`src/rtl/uart_rx_pkg.sv`:
```
// uart_rx_pkg: frame constants, receiver states and baud timing shared with the transmitter
package uart_rx_pkg;
  localparam int data_bits = 8;
  localparam int stop_bits = 1;
  typedef enum logic [2:0] {s_idle, s_start, s_data, s_stop, s_wait_high} state_t;
  function automatic int calc_clk_cycle(input int freq_mhz, input int baud);
    return (freq_mhz * 1000000) / baud;
  endfunction
endpackage

```
`src/rtl/uart_rx_if.sv`:
```
// uart_rx_if: serial line in, received byte and status pulses out
interface uart_rx_if;
  logic       rx;
  logic [7:0] data;
  logic       valid;
  logic       frame_err;
  logic       busy;
  modport master (input rx, output data, valid, frame_err, busy);
  modport slave (output rx, input data, valid, frame_err, busy);
endinterface

```
`src/rtl/uart_sync_2ff.sv`:
```
// uart_sync_2ff: two-flop synchronizer for an asynchronous input with a configurable reset level
module uart_sync_2ff #(
  parameter logic rst_val = 1'b1
) (
  input  logic i_clk,
  input  logic i_rst_n,
  input  logic d,
  output logic q
);
  logic meta;
  // shift the asynchronous input through two flops to settle metastability
  always_ff @(posedge i_clk or negedge i_rst_n)
    if (!i_rst_n) {q, meta} <= {rst_val, rst_val};
    else {q, meta} <= {meta, d};
endmodule

```
`src/rtl/uart_rx.sv`:
```
// uart_rx: 8N1 serial receiver with start-glitch rejection and framing-error detection
module uart_rx
  import uart_rx_pkg::*;
#(
  parameter int clk_frequency = 27,
  parameter int baud_rate = 115200
) (
  input logic       i_clk,
  input logic       i_rst_n,
  uart_rx_if.master bus
);
  localparam int clk_cycle = calc_clk_cycle(clk_frequency, baud_rate);
  localparam int half_cycle = clk_cycle / 2;
  state_t      state, state_nxt;
  logic [15:0] cnt, cnt_nxt;
  logic [2:0]  idx, idx_nxt;
  logic [7:0]  sh, sh_nxt, data_nxt;
  logic        valid_nxt, err_nxt, rx_s;
  uart_sync_2ff #(.rst_val(1'b1)) sync (.i_clk(i_clk), .i_rst_n(i_rst_n), .d(bus.rx), .q(rx_s));
  assign bus.busy = (state != s_idle);
  // register state, counters, shift register and the one-cycle output pulses
  always_ff @(posedge i_clk or negedge i_rst_n)
    if (!i_rst_n) begin
      state         <= s_idle;
      cnt           <= '0;
      idx           <= '0;
      sh            <= '0;
      bus.data      <= '0;
      bus.valid     <= 1'b0;
      bus.frame_err <= 1'b0;
    end else begin
      state         <= state_nxt;
      cnt           <= cnt_nxt;
      idx           <= idx_nxt;
      sh            <= sh_nxt;
      bus.data      <= data_nxt;
      bus.valid     <= valid_nxt;
      bus.frame_err <= err_nxt;
    end
  // sample each bit at its centre; leave at mid-stop so a back-to-back start edge is caught
  always_comb begin
    state_nxt = state;
    cnt_nxt   = cnt + 16'd1;
    idx_nxt   = idx;
    sh_nxt    = sh;
    data_nxt  = bus.data;
    valid_nxt = 1'b0;
    err_nxt   = 1'b0;
    case (state)
      s_idle: begin
        cnt_nxt = '0;
        idx_nxt = '0;
        state_nxt = rx_s ? s_idle : s_start;
      end
      s_start:
        if (cnt == 16'(half_cycle - 1)) begin
          cnt_nxt   = '0;
          state_nxt = rx_s ? s_idle : s_data;
        end
      s_data:
        if (cnt == 16'(clk_cycle - 1)) begin
          cnt_nxt     = '0;
          sh_nxt[idx] = rx_s;
          idx_nxt     = idx + 3'd1;
          state_nxt   = (idx == 3'(data_bits - 1)) ? s_stop : s_data;
        end
      s_stop:
        if (cnt == 16'(clk_cycle - 1)) begin
          cnt_nxt   = '0;
          data_nxt  = rx_s ? sh : bus.data;
          valid_nxt = rx_s;
          err_nxt   = !rx_s;
          state_nxt = rx_s ? s_idle : s_wait_high;
        end
      s_wait_high: begin
        cnt_nxt = '0;
        state_nxt = rx_s ? s_idle : s_wait_high;
      end
      default: state_nxt = s_idle;
    endcase
  end
endmodule

```
`src/flat_wrapper.sv`:
```
// flat-port wrapper written by rule: the top's interface ports become plain ports
module uart_rx_flat import uart_rx_pkg::*;
#(
  parameter int clk_frequency = 27,
  parameter int baud_rate = 115200
)
  (i_clk, i_rst_n, bus_rx, bus_data, bus_valid, bus_frame_err, bus_busy);
  uart_rx_if bus_i ();
  input logic i_clk;
  input logic i_rst_n;
  input wire logic [$bits(bus_i.rx)-1:0] bus_rx;
  output wire logic [$bits(bus_i.data)-1:0] bus_data;
  output wire logic [$bits(bus_i.valid)-1:0] bus_valid;
  output wire logic [$bits(bus_i.frame_err)-1:0] bus_frame_err;
  output wire logic [$bits(bus_i.busy)-1:0] bus_busy;
  assign bus_i.rx = bus_rx;
  assign bus_data = bus_i.data;
  assign bus_valid = bus_i.valid;
  assign bus_frame_err = bus_i.frame_err;
  assign bus_busy = bus_i.busy;
  uart_rx #(.clk_frequency(clk_frequency), .baud_rate(baud_rate)) u_core (.i_clk(i_clk), .i_rst_n(i_rst_n), .bus(bus_i));
endmodule
```
`config.mk`:
```
export PLATFORM = sky130hd
export DESIGN_NAME = uart_rx_flat
export DESIGN_NICKNAME = d
export VERILOG_FILES = /design/src/rtl/uart_rx_pkg.sv /design/src/rtl/uart_rx_if.sv /design/src/rtl/uart_sync_2ff.sv /design/src/rtl/uart_rx.sv /design/src/flat_wrapper.sv
export SDC_FILE = /design/constraint.sdc
export NUM_CORES = 1
export LEC_CHECK = 0
export ABC_AREA = 1
export BUFFER_PORTS_ARGS = -buffer_cell sky130_fd_sc_hd__buf_4
export CORE_MARGIN = 2
export CORE_UTILIZATION = 55
export DETAILED_ROUTE_END_ITERATION = 8
export PLACE_DENSITY = 0.77
export SLEW_MARGIN = 20
export SYNTH_ARGS = -nofsm -noshare
export SYNTH_HDL_FRONTEND = slang
export SYNTH_SLANG_ARGS = --single-unit
```
`constraint.sdc`:
```
create_clock -name i_clk -period 3.8 [get_ports i_clk]
set_input_delay 0.38 -clock i_clk [delete_from_list [all_inputs] [get_ports i_clk]]
set_output_delay 0.38 -clock i_clk [all_outputs]
set_load 0.02 [all_outputs]
```
# Yosys cells after proc, flatten, opt, wreduce, memory -nomap -nowiden
# Index checks and enable logic that the tools add are counted.
dict set report totals {
  ff_bits 42
  input_bits 3
  output_inout_bits 11
  wordCells 54
}
dict set report classes {
  n_addsub 2
  order_cmp 2
  eq_ne 10
  mux 20
  n_reduce_logical 11
}
# operator count
set op_table {}
lappend op_table {{16-bit one-hot mux with 3 select lines} 1}
lappend op_table {{16-bit two-way mux} 2}
lappend op_table {{16-bit by 1-bit adder with 16-bit output (second input constant)} 1}
lappend op_table {{16-bit by 7-bit equality test with 1-bit output (second input constant)} 1}
lappend op_table {{16-bit by 8-bit equality test with 1-bit output (second input constant)} 1}
lappend op_table {{3-bit two-way mux} 5}
lappend op_table {{3-bit one-hot mux with 5 select lines} 1}
lappend op_table {{8-bit bitwise mux} 1}
lappend op_table {{1-bit two-way mux} 7}
lappend op_table {{3-bit by 2-bit equality test with 1-bit output (second input constant)} 2}
lappend op_table {{3-bit equality test (second input constant)} 2}
lappend op_table {{2-bit by 1-bit != test with 1-bit output (second input constant)} 3}
lappend op_table {{3-bit one-hot mux with 2 select lines} 1}
lappend op_table {{3-bit AND reduction} 2}
lappend op_table {{3-bit by 4-bit < comparator with 1-bit output (second input constant)} 1}
lappend op_table {{2-bit AND reduction} 2}
lappend op_table {{2-bit OR reduction} 2}
lappend op_table {{3-bit by 1-bit adder with 3-bit output (second input constant)} 1}
lappend op_table {{1-bit demux with 3-bit select} 1}
lappend op_table {{3-bit by 1-bit equality test with 1-bit output (second input constant)} 1}
lappend op_table {{3-bit by 1-bit >= comparator with 1-bit output (second input constant)} 1}
lappend op_table {{3-bit logical NOT} 1}
lappend op_table {{3-bit nonzero test} 1}
lappend op_table {{2-bit two-way mux} 1}
lappend op_table {{3 further kinds} 3}

# Longest topological paths before layout
# Gate-level depths: netlist (run 1).
dict set report depth {
  word_depth 5
  ltp_mapped 10
  mapped_depth_nobuf 9
}

# Hierarchy
# A second synthesis (run 1) with hierarchy kept.
dict set report unflattened {
  hier_cells 326
  area_unflattened_um2 2493.6
}
# mod instances cells_each area_per_inst_um2 seq_area_each_um2
set modules_own_cells {}
lappend modules_own_cells {uart_rx 1 324 2441.1 1001.0}
lappend modules_own_cells {uart_sync_2ff 1 2 52.6 52.6}

# Worst setup path before layout (run 1)
# OpenSTA, ideal clock, no wires.
dict set report synth_timing {
  kind {reg-to-reg}
  from {register u_core.cnt[1]}
  to {register u_core.cnt[0]}
  setup_ns 0.122
  t_arrival_ns 1.308
  t_required_ns 3.678
  path_slack_ns 2.370
  path_stages_with_launch 11
  path_buffers 1
  synth_period_minus_slack_ns 1.430
  path_cell_list {dfrtp_1 inv_1 ha_1 nand2_1 nor2_4 nand2_2 nand2_2 nand2_2 nor2_4 buf_6 nor2_1}
}
dict set report synth_between {
  elab_chain_cells 3
  word_cells_on_any_way 5
  cone_classes {2 x eq/ne; 3 x mux}
}
# item line
set synth_rtl {}
lappend synth_rtl {{from (decl)} uart_rx.sv:15} ;# logic [15:0] cnt, cnt_nxt;
lappend synth_rtl {{from (signal assigned)} uart_rx.sv:33} ;# cnt <= cnt_nxt;
lappend synth_rtl {{16-bit by 8-bit equality test with 1-bit output or 16-bit by 7-bit equality test with 1-bit output (tied branches)} {uart_rx.sv:61, uart_rx.sv:68, uart_rx.sv:56}}
lappend synth_rtl {{16-bit two-way mux, on equally long branches} {uart_rx.sv:61, uart_rx.sv:68, uart_rx.sv:56}}
lappend synth_rtl {{16-bit one-hot mux with 3 select lines *} uart_rx.sv:49} ;# case (state)
lappend synth_rtl {{via u_core.cnt_nxt[0]} uart_rx.sv:15}
# Mark *: on every way through the listed nets, which the timed path passes. The rest lies on a longest branch.
# A chain may end at the register's enable or synchronous reset.

# Worst setup path after layout (run 1)
dict set report layout_timing {
  from {register u_core.cnt[10]}
  to {register u_core.cnt[12]}
}
dict set report layout_between {
  elab_chain_cells 3
  word_cells_on_any_way 6
  cone_classes {1 x add/sub; 2 x eq/ne; 3 x mux}
}
# item line
set layout_rtl {}
lappend layout_rtl {{16-bit by 1-bit adder with 16-bit output, or another cell as far along} uart_rx.sv:43} ;# cnt_nxt = cnt + 16'd1;
lappend layout_rtl {{16-bit two-way mux, on equally long branches} {uart_rx.sv:61, uart_rx.sv:68, uart_rx.sv:56}}
lappend layout_rtl {{16-bit one-hot mux with 3 select lines *} uart_rx.sv:49}
lappend layout_rtl {{via u_core.cnt_nxt[12]} uart_rx.sv:15}
# Marked as above.

==> results of run 1 <==
-- layout by cell type (no fill, tap or decap) --
cell type / netlist / final
nand2_1: 99 / 99
dfrtp_1: 40 / 40
nor2_1: 38 / 38
inv_1: 30 / 30
nand3_1: 26 / 26
buf_4: 0 / 13
xor2_1: 6 / 6
ha_1: 5 / 5
clkbuf_8: 0 / 5
o21bai_1: 4 / 4
nor2_2: 4 / 4
nand4_1: 3 / 3
nor2_4: 3 / 3
nand2_2: 3 / 3
nor3_2: 2 / 2
o211ai_1: 2 / 2
a21o_1: 2 / 2
o21ai_0: 2 / 2
clkinv_2: 0 / 2
dfstp_2: 2 / 2
xnor2_1: 1 / 1
nand3_2: 1 / 1
inv_2: 1 / 1
bufinv_16: 0 / 1
-- cells in the mapped netlist, drive strengths merged --
cell type,number
o21bai,4
nand4,3
nor3,2
a21o,2
nand2,102
buf,2
xnor2,1
clkbuf,1
o211ai,2
inv,31
o21ai,2
dfrtp,40
nor2,45
xor2,6
ha,5
nand3,27
dfstp,2
-- state kept, by name (all words and copies together), names as in the netlist, 3 cells and up --
register         cells
u_core.sh            8
u_core.cnt          16
u_core.idx           3
u_core.bus.data      8
u_core.state         3
-- cell families after synthesis --
group | count (synthesis)
xor gates and xnor gates | 7
buffers and inverters | 34
DFF | 42
adders and majority gates | 5
AOI/OAI and AO/OA | 10
and+or+nand+nor | 179
-- report_power, final --
group	internal [mW]	switching, mW	total, mW
clock network	0.193	0.148	0.341
logic	0.00181	0.00887	0.0107
registers	0.449	0.00183	0.450
total	0.644	0.159	0.803
-- stage by stage --
| stage | instances | area (um2) | worst slack [ns] |
|---|---|---|---|
| floorplan | 277 | 2160 | 2.37 |
| global placement | 335 | 2290 | 2.21 |
| detailed placement | 335 | 2290 | 2.14 |
| CTS | 343 | 2400 | 2.11 |
| global route | 343 | 2400 | 1.98 |
| finish | 343 | 2400 | 2.10 |
-- worst max path at each step --
stage	from	to	slack (ns)	cells past startpoint
CTS	u_core.cnt[10]	u_core.cnt[0]	2.11	8
global placement	u_core.cnt[10]	u_core.cnt[0]	2.21	8
floorplan	u_core.cnt[1]	u_core.cnt[0]	2.37	10
finish	u_core.cnt[10]	u_core.cnt[12]	2.10	8
global route	u_core.cnt[10]	u_core.cnt[10]	1.98	8
detailed placement	u_core.cnt[1]	u_core.cnt[0]	2.14	9
-- per-layer routing --
layer	global-route usage, %	vias up
li1	-	887
met1	28.1	753
met2	33.5	29
met3	5.24	8
met4	8.93	0
met5	0	-
-- area by class of cell --
type / instances / share of cell area, %
Multi-Input combinational cell: 201 / 40.2
Clock buffer: 5 / 2.87
Timing Repair Buffer: 13 / 4.06
Tap cell: 48 / 2.50
Clock inverter: 3 / 1.67
Sequential cell: 42 / 43.9
Inverter: 31 / 4.85
==> impl_metrics.py, run 1 <==
metrics = {
    "yosys": {
        "synth_seq_cells": 42,
        "syn_area_um2": 2160,
        "avgSynthCellArea_um2": 7.80,
        "synth_seq_area_share_pct": 48.8,
        "synthAdderAreaFrac_pct": 2.90,
        "synthMuxAreaShare_pct": 0,
        "synth_largest_area_cell": "dfrtp_1",
        "yosysTopAreaCellShare_pct": 46.3,
        "syn_nets": 285,
        "synthTopCellsByArea": "dfrtp_1, nand2_1, nor2_1, nand3_1, inv_1",
        "ys_types": 22,
        "synthCells": 277,
        "synth_top_family_by_area": "simple AND/OR/NAND/NOR gates",
        "synth-simple-area-share_pct": 35.7,
        "synth_warnings": 0,
        "synth_compound_gate_area_share_pct": 3.24,
        "synth_xor_area_share_pct": 2.84,
    },
    "drt": {
        "firstDrtPassIters": 4,
        "drc": 0,
        "met2_length_um": 1760,
        "ant_nets": 0,
        "vias_per_cell": 4.89,
        "totalWireLength_um": 3930,
        "drt_iter0_drc": 122,
        "drt-met1-wl_um": 1960,
        "wl_per_cell_um": 11.5,
        "vias": 1677,
        "top_layer": "met4",
        "dr_wl_met3_um": 144,
    },
    "sta": {
        "setup_viol": 0,
        "hold_slack_ns": 0.0523,
        "fmax_mhz": 590,
        "min_period_ns": 1.70,
        "slew_headroom_pct": 65.5,
        "worst_pin_slew_ns": 0.518,
        "rsz0062_at_grt": "false",
        "final.setup.tns_ns": 0,
        "finClkSkew_ns": 0.00322,
        "finalHoldViolations": 0,
        "min_period_over_period_pct": 44.6,
        "drv_slew": 0,
    },
    "worst_setup_path": {
        "cp-start-kind": "flop",
        "reg2reg_slack_ns": 2.10,
        "cp.required_ns": 3.97,
        "crit_slowest_cell": "dfrtp_1",
        "cp-end-kind": "flop",
        "rr_endpoint": "u_core.cnt[12]",
        "worstPathCellList": "nor2_1 -> nand2_1 -> nor2_4 -> nand2_1 -> nand2_1 -> nand2_2 -> nor2_4 -> nor2_1",
        "critPathMaxStageDelay_ns": 0.43,
        "crit_buf_inv": 0,
        "r2r-start": "u_core.cnt[10]",
        "path_delay_family": "simple AND/OR/NAND/NOR gates",
        "worstSetupPathType": "flop to flop",
        "crit_fanout": 14,
        "worstRegToRegCells": 8,
        "crit_path_frequent_cell": "nand2_1",
        "cp.arrival_ns": 1.86,
    },
    "final_layout": {
        "ff_latch_area_um2": 1050,
        "fillCellCount": 334,
        "antenna_cells": 0,
        "nets": 302,
        "multiInputGateArea_um2": 965,
        "area_growth_pct": 11.1,
        "final_util_pct": 64.6,
        "drive_gt1_share_pct": 12.5,
    },
    "clocking": {
        "cts_tree": "done",
        "cts_buffers": 5,
        "cts_sinks": 42,
        "htreeDepth": 2,
        "cts-root-buf": "clkbuf_8",
        "post_cts_resized": 0,
        "insertion_delay_ns": 0.29,
        "clkTransAtPathRegs_ns": 0.08,
        "post_cts_buffers": 0,
        "hold_buffers": 0,
        "clk_path_buf_depth": 2,
    },
    "placed_design": {
        "portBuffers": 13,
        "place_hpwl_um": 2820,
        "place.gp.congestion": 0.833,
    },
    "floorplan": {
        "fp.dieH_um": 66.7,
        "coreArea_um2": 3720,
        "die-area_um2": 4450,
        "num_rows": 22,
        "start_util_pct": 58.1,
        "ios": 14,
        "die_x_um": 66.7,
    },
    "flow_run": {
        "maxCapViolCount": 0,
    },
    "min_path": {
        "min_path_type": "input port to asynchronous set/reset pin",
    },
    "global_route": {
        "antenna_found_initial": 0,
        "grt_pass1_vias": 1610,
        "grt_pass1_wl_um": 6930,
        "grt_use_total_pct": 21.3,
        "grt_max_degree": 43,
        "overflow": 0,
    },
    "power": {
        "power.density_nw_per_um2": 334,
        "total_power_mw": 0.803,
        "ir_drop_mv": 0.272,
        "p_leak_nw": 1.30,
    },
    "outcome": {
        "status": "finished, final reports clean",
    },
}
Note: power is estimated with default switching activity, not from simulation.
==> run 2, diff against run 1 <==
--- a/config.mk
+++ b/config.mk
@@ -8,9 +8,9 @@
 export ABC_AREA = 1
 export BUFFER_PORTS_ARGS = -buffer_cell sky130_fd_sc_hd__buf_4
 export CORE_MARGIN = 2
-export CORE_UTILIZATION = 55
+export CORE_UTILIZATION = 54
 export DETAILED_ROUTE_END_ITERATION = 8
-export PLACE_DENSITY = 0.77
+export PLACE_DENSITY = 0.79
 export SLEW_MARGIN = 20
 export SYNTH_ARGS = -nofsm -noshare
 export SYNTH_HDL_FRONTEND = slang
==> constraint.sdc (replaced) <==
create_clock -name i_clk -period 1.4 [get_ports i_clk]
set_input_delay 0.14 -clock i_clk [delete_from_list [all_inputs] [get_ports i_clk]]
set_output_delay 0.14 -clock i_clk [all_outputs]
set_load 0.02 [all_outputs]
==> run 2 against run 1 <==
The flow now finishes with violations (setup timing). Flip-flop and latch count unchanged. Clock power grew to 2.9 times the previous value. Critical path type unchanged. Via count grew 9.8%. Routed wire length is 13% higher. Clock skew grew 0.0050 ns. Global-route usage grew 0.33 points. Clock-buffer cell count unchanged. Total power grew to 2.8 times the previous value. Utilization is 7.9 points higher.
==> impl_metrics.py, run 2 (synthesis gave the netlist of run 1 again) <==
metrics = {
    "sta": {
        "fin_ws_ns": -0.106,
        "slew_headroom_pct": 65.4,
        "worst_pin_slew_ns": 0.519,
        "final.setup.tns_ns": -1.83,
        "min_period_over_period_pct": 108,
        "finalHoldViolations": 0,
        "fmax_mhz": 664,
        "rsz0062_at_grt": "true",
        "setup_viol": 28,
        "drv_slew": 0,
        "finClkSkew_ns": 0.00819,
        "min_period_ns": 1.51,
    },
    "final_layout": {
        "final_common_cell": "nand2_1",
        "fillCellCount": 291,
        "antenna_cells": 0,
        "top_register": "u_core.cnt",
        "nets": 333,
        "area_growth_pct": 25.6,
        "design_area_um2": 2710,
        "drive_gt1_share_pct": 23.9,
        "reg.largest.list": "u_core.cnt x16, u_core.bus.data x8, u_core.sh x8",
        "largest_reg_flops": 16,
        "layout_common_cells": "nand2_1, dfrtp_1, buf_4",
    },
    "worst_setup_path": {
        "crit_start": "u_core.cnt[3]",
        "r2r-start": "u_core.cnt[3]",
        "worstSetupPathType": "flop to flop",
        "critPathMaxStageDelay_ns": 0.44,
        "worstPathCellList": "nand2_1 -> inv_1 -> nand2_1 -> nor2_4 -> nand2_2 -> nand2_2 -> nand2_2 -> nor2_4 -> buf_12 -> nor2_1",
        "crit_fanout": 14,
        "cp.required_ns": 1.59,
        "worstRegToRegCells": 10,
        "endpoint": "u_core.cnt[0]",
        "crit_path_frequent_cell": "nand2_2",
        "rr_endpoint": "u_core.cnt[0]",
        "cp-start-kind": "flop",
        "cp.arrival_ns": 1.69,
        "cp-end-kind": "flop",
        "crit_slowest_cell": "dfrtp_1",
        "reg2reg_slack_ns": -0.11,
    },
    "global_route": {
        "grt_use_total_pct": 21.6,
        "overflow": 0,
        "top_usage_layer": "met2",
        "met2_usage_pct": 34.7,
        "antenna_found_initial": 0,
        "met3_usage_pct": 5.50,
        "grt_pass1_vias": 1683,
        "grt_use_met1_pct": 28.6,
        "grt_pass1_wl_um": 7180,
        "grt_max_degree": 43,
    },
    "drt": {
        "drc": 0,
        "ant_nets": 0,
        "vias": 1841,
        "vias_per_cell": 4.92,
        "firstDrtPassIters": 5,
        "totalWireLength_um": 4450,
        "drt_iter0_drc": 152,
        "wl_per_cell_um": 11.9,
    },
    "outcome": {
        "status": "finished with violations",
        "violations": "setup timing",
    },
    "floorplan": {
        "num_rows": 22,
        "die-area_um2": 4520,
        "ios": 14,
        "fp.dieH_um": 67.3,
        "die_x_um": 67.3,
        "start_util_pct": 57.7,
        "coreArea_um2": 3740,
    },
    "clocking": {
        "insertion_delay_ns": 0.30,
        "cts_tree": "done",
        "cts_buffers": 5,
        "clk_path_buf_depth": 2,
        "htreeDepth": 2,
        "clkTransAtPathRegs_ns": 0.08,
        "cts-root-buf": "clkbuf_8",
        "cts_sinks": 42,
    },
    "power": {
        "power.density_nw_per_um2": 822,
        "p_leak_nw": 1.46,
        "ir_drop_mv": 0.518,
    },
    "placed_design": {
        "dpl-instance-area_um2": 2490,
        "dp_slack_ns": -0.0611,
        "place.gp.congestion": 0.905,
        "place_hpwl_um": 2870,
        "portBuffers": 13,
    },
    "min_path": {
        "min_path_type": "input port to asynchronous set/reset pin",
    },
    "flow_run": {
        "maxCapViolCount": 0,
    },
}
## run 2: cell types whose count changed in the layout (fill, tap and decap cells not counted), moves of 3 or more
cell,before,now
buf_4,13,38
nand2_1,99,94
nand2_2,3,8
nor2_1,38,34
buf_6,0,3
nor2_4,3,6
## run 2: worst min path at each step
stage	from	to	slack, ns	cells past startpoint
finish	i_rst_n	u_core.cnt[2]	0.36	2
global route	u_core.sync.meta	u_core.sync.q	0.36	0
CTS	i_rst_n	u_core.cnt[7]	0.36	2
detailed placement	i_rst_n	u_core.cnt[2]	0.16	1
global placement	i_rst_n	u_core.cnt[2]	0.15	1
floorplan	i_rst_n	u_core.bus.data[0]	-0.16	0
## run 2: power by group
| part | internal (mW) | switching (mW) |
|---|---|---|
| combinational | 0.00858 | 0.0259 |
| sequential | 1.22 | 0.00559 |
| clock | 0.534 | 0.440 |
## run 2: through the flow
stage	std cells	hold slack, ns	utilization [%]	power (mW)
after floorplan	277	-0.156	-	1.25
after global placement	359	0.148	66.5	1.28
after detailed placement	359	0.157	66.5	1.28
after CTS	369	0.360	70.4	2.25
after global routing	374	0.364	72.5	2.31
final	374	0.361	72.5	2.23
## run 2: layer usage
metal  wire length (um)  part of all wire [%]  up-vias
met4                102                   2.3        0
met5                  0                     0        -
met2               2100                    47       43
met3                209                   4.7       12
met1               2030                    46      832
li1                   -                     -      954
## run 2: critical path: cells and delay by family (launching register included)
kind,cells,cell delay (ns)
AND/OR/NAND/NOR,8,0.73
flip-flops,1,0.44
buffers and inverters,2,0.21
## run 2: final cells by class
type | instances | area (um2) | share of cell area, %
Timing Repair Buffer | 44 | 359 | 13.2
Clock inverter | 3 | 43.8 | 1.61
Inverter | 31 | 121 | 4.47
Multi-Input combinational cell | 201 | 1010 | 37.1
Clock buffer | 5 | 68.8 | 2.54
Tap cell | 48 | 60.1 | 2.21
Sequential cell | 42 | 1050 | 38.8
## run 2: repair_timing
item	4_1_cts	5_1_grt
hold buffers	2	0
hold endpoints to repair	41	0
cloned	0	1
pin swaps	0	2
buffers inserted	0	4
endpoints found under the setup margin	26	38
gates resized for setup	5	15
==> run 3, diff against run 2 <==
--- a/config.mk
+++ b/config.mk
@@ -8,9 +8,10 @@
 export ABC_AREA = 1
 export BUFFER_PORTS_ARGS = -buffer_cell sky130_fd_sc_hd__buf_4
 export CORE_MARGIN = 2
-export CORE_UTILIZATION = 54
+export CORE_UTILIZATION = 55
+export CTS_BUF_LIST = sky130_fd_sc_hd__clkbuf_2
 export DETAILED_ROUTE_END_ITERATION = 8
-export PLACE_DENSITY = 0.79
+export PLACE_DENSITY = 0.8
 export SLEW_MARGIN = 20
 export SYNTH_ARGS = -nofsm -noshare
 export SYNTH_HDL_FRONTEND = slang
==> constraint.sdc (replaced) <==
create_clock -name i_clk -period 1.4 [get_ports i_clk]
set_input_delay 0.14 -clock i_clk [delete_from_list [all_inputs] [get_ports i_clk]]
set_output_delay 0.14 -clock i_clk [all_outputs]
set_load 0.05 [all_outputs]
==> run 3 against run 2 <==
The run still ends with setup timing left. Critical endpoint is now u_core.idx[2]. First-iteration DRC count is 13% lower. Largest power group unchanged. Critical path type unchanged. Die area is 1.7% lower. Cell count is 1.3% higher. Non-clock buffer count is 5 higher. Combinational power is 3% lower. Total power is 11% lower. Utilization is 0.57 points higher. Worst setup slack hardly changed. Global-route usage is 1.6 points higher. Via count is 3.2% higher. Sequential share of layout area hardly changed. Clock-buffer cell count stayed put.
==> impl_metrics.py, run 3 (synthesis gave the netlist of run 1 again) <==
metrics = {
    "sta": {
        "min_period_over_period_pct": 108,
        "finClkSkew_ns": 0.0305,
        "slew_headroom_pct": 64.9,
        "setup_viol": 30,
        "worst_pin_slew_ns": 0.526,
        "min_period_ns": 1.51,
        "fmax_mhz": 664,
        "finalHoldViolations": 0,
        "final.setup.tns_ns": -1.78,
        "rsz0062_at_grt": "true",
        "fin_ws_ns": -0.106,
        "drv_slew": 0,
    },
    "drt": {
        "drt-met1-wl_um": 2030,
        "drc": 0,
        "totalWireLength_um": 4640,
        "ant_nets": 0,
        "met2_length_um": 2350,
        "vias": 1899,
        "top_layer": "met4",
        "drt_iter0_drc": 132,
        "vias_per_cell": 5.01,
        "firstDrtPassIters": 4,
        "wl_per_cell_um": 12.2,
        "dr_wl_met3_um": 185,
    },
    "worst_setup_path": {
        "cp-start-kind": "flop",
        "cp-end-kind": "flop",
        "cp.required_ns": 1.78,
        "cp.arrival_ns": 1.89,
        "worstSetupPathType": "flop to flop",
        "crit_fanout": 3,
    },
    "final_layout": {
        "reg.largest.list": "u_core.cnt x16, u_core.bus.data x8, u_core.sh x8",
        "nets": 338,
        "final_util_pct": 73.1,
        "layout_common_cells": "nand2_1, buf_4, dfrtp_1",
        "final_common_cell": "nand2_1",
        "multiInputGateArea_um2": 1020,
        "ff_latch_area_um2": 1050,
        "antenna_cells": 0,
        "area_growth_pct": 25.7,
        "largest_reg_flops": 16,
        "top_register": "u_core.cnt",
        "drive_gt1_share_pct": 26.3,
        "fillCellCount": 290,
    },
    "floorplan": {
        "start_util_pct": 58.1,
        "coreArea_um2": 3720,
        "die_x_um": 66.7,
        "fp.dieH_um": 66.7,
        "die-area_um2": 4450,
        "num_rows": 22,
        "ios": 14,
    },
    "min_path": {
        "min_path_type": "input port to asynchronous set/reset pin",
    },
    "clocking": {
        "cts_sinks": 42,
        "htreeDepth": 2,
        "insertion_delay_ns": 0.44,
        "clk_path_buf_depth": 2,
        "cts_buffers": 5,
        "cts-root-buf": "clkbuf_2",
        "cts_tree": "done",
        "clkTransAtPathRegs_ns": 0.23,
    },
    "global_route": {
        "antenna_found_initial": 0,
        "grt_pass1_vias": 1748,
        "grt_use_total_pct": 23.3,
        "overflow": 0,
        "grt_pass1_wl_um": 7560,
        "grt_max_degree": 43,
    },
    "power": {
        "power.density_nw_per_um2": 734,
        "p_comb_share_pct": 1.7,
        "seqPwrFrac_pct": 61.5,
        "total_power_mw": 1.99,
        "ir_drop_mv": 0.728,
        "p_sw_mw": 0.459,
        "p_int_mw": 1.53,
        "power_frac_clock_pct": 36.8,
        "swShare_pct": 23.0,
        "p_leak_nw": 1.48,
    },
    "flow_run": {
        "maxCapViolCount": 0,
    },
    "placed_design": {
        "place_hpwl_um": 3030,
        "place.gp.congestion": 0.861,
        "portBuffers": 13,
    },
    "outcome": {
        "status": "finished with violations",
        "violations": "setup timing",
    },
}
-- run 3: changes by cell type in the layout (fill, tap and decap cells not counted), sizes merged --
cell and delta:
clkinv -1, inv +1, buf +5
-- run 3: layout make-up --
cell class                 instances  area share (%)
tap                               48            2.21
timing repair buffer              49            14.5
sequential                        42            38.8
clock buffer                       5           0.922
multi-input combinational        201            37.5
inverter                          31            4.47
clock inverter                     3            1.61
-- run 3: worst max-delay path: stages, from the launching register on --
cell and delay (ns):
dfrtp_1 0.45, buf_4 0.15, inv_1 0.07, nor3_2 0.20
nand3_2 0.16, buf_4 0.17, nand2_1 0.10, nand3_1 0.09
nand2_1 0.08
-- run 3: worst paths after layout --
check / start / endpoint / slack, ns / cells past startpoint
max: u_core.state[1] / u_core.idx[2] / -0.11 / 8
min: i_rst_n / u_core.cnt[5] / 0.18 / 2
max reg2reg: u_core.state[1] / u_core.idx[2] / -0.11 / 8
min reg2reg: u_core.sync.meta / u_core.sync.q / 0.37 / 0
max in group asynchronous: i_rst_n / u_core.state[2] / 0.81 / 2
min in group i_clk: bus_rx / u_core.sync.meta / 0.35 / 2
-- run 3: layer usage --
metal,GRT usage (%),vias up
met2,40.0,31
li1,-,960
met4,11.0,0
met3,4.39,7
met5,0,-
met1,28.1,901
-- run 3: power groups by stage --
stage / registers [mW] / logic (mW) / clock network, mW
floorplan: 1.24 / 0.00609 / 0
global placement: 1.25 / 0.0306 / 0
detailed placement: 1.25 / 0.0312 / 0
CTS: 1.23 / 0.0355 / 0.752
global route: 1.23 / 0.0393 / 0.801
finish: 1.23 / 0.0335 / 0.733
-- run 3: timing repair --
item / in CTS / in global routing
setup buffers: 5 / 5
endpoints found under the setup margin: 33 / 40
resized for setup: 8 / 13
pin swaps: 1 / 5
endpoints found under the hold margin: 41 / 0
hold buffers: 2 / 0
-- run 3: stage by stage --
stage | cell area (um2) | std cells | worst slack, ns | hold WS [ns]
global route | 2720 | 379 | -0.186 | 0.199
finish | 2720 | 379 | -0.106 | 0.179
detailed placement | 2490 | 359 | -0.108 | 0.156
CTS | 2640 | 374 | -0.114 | 0.181
floorplan | 2170 | 277 | -0.00410 | -0.156
global placement | 2490 | 359 | -0.0271 | 0.151
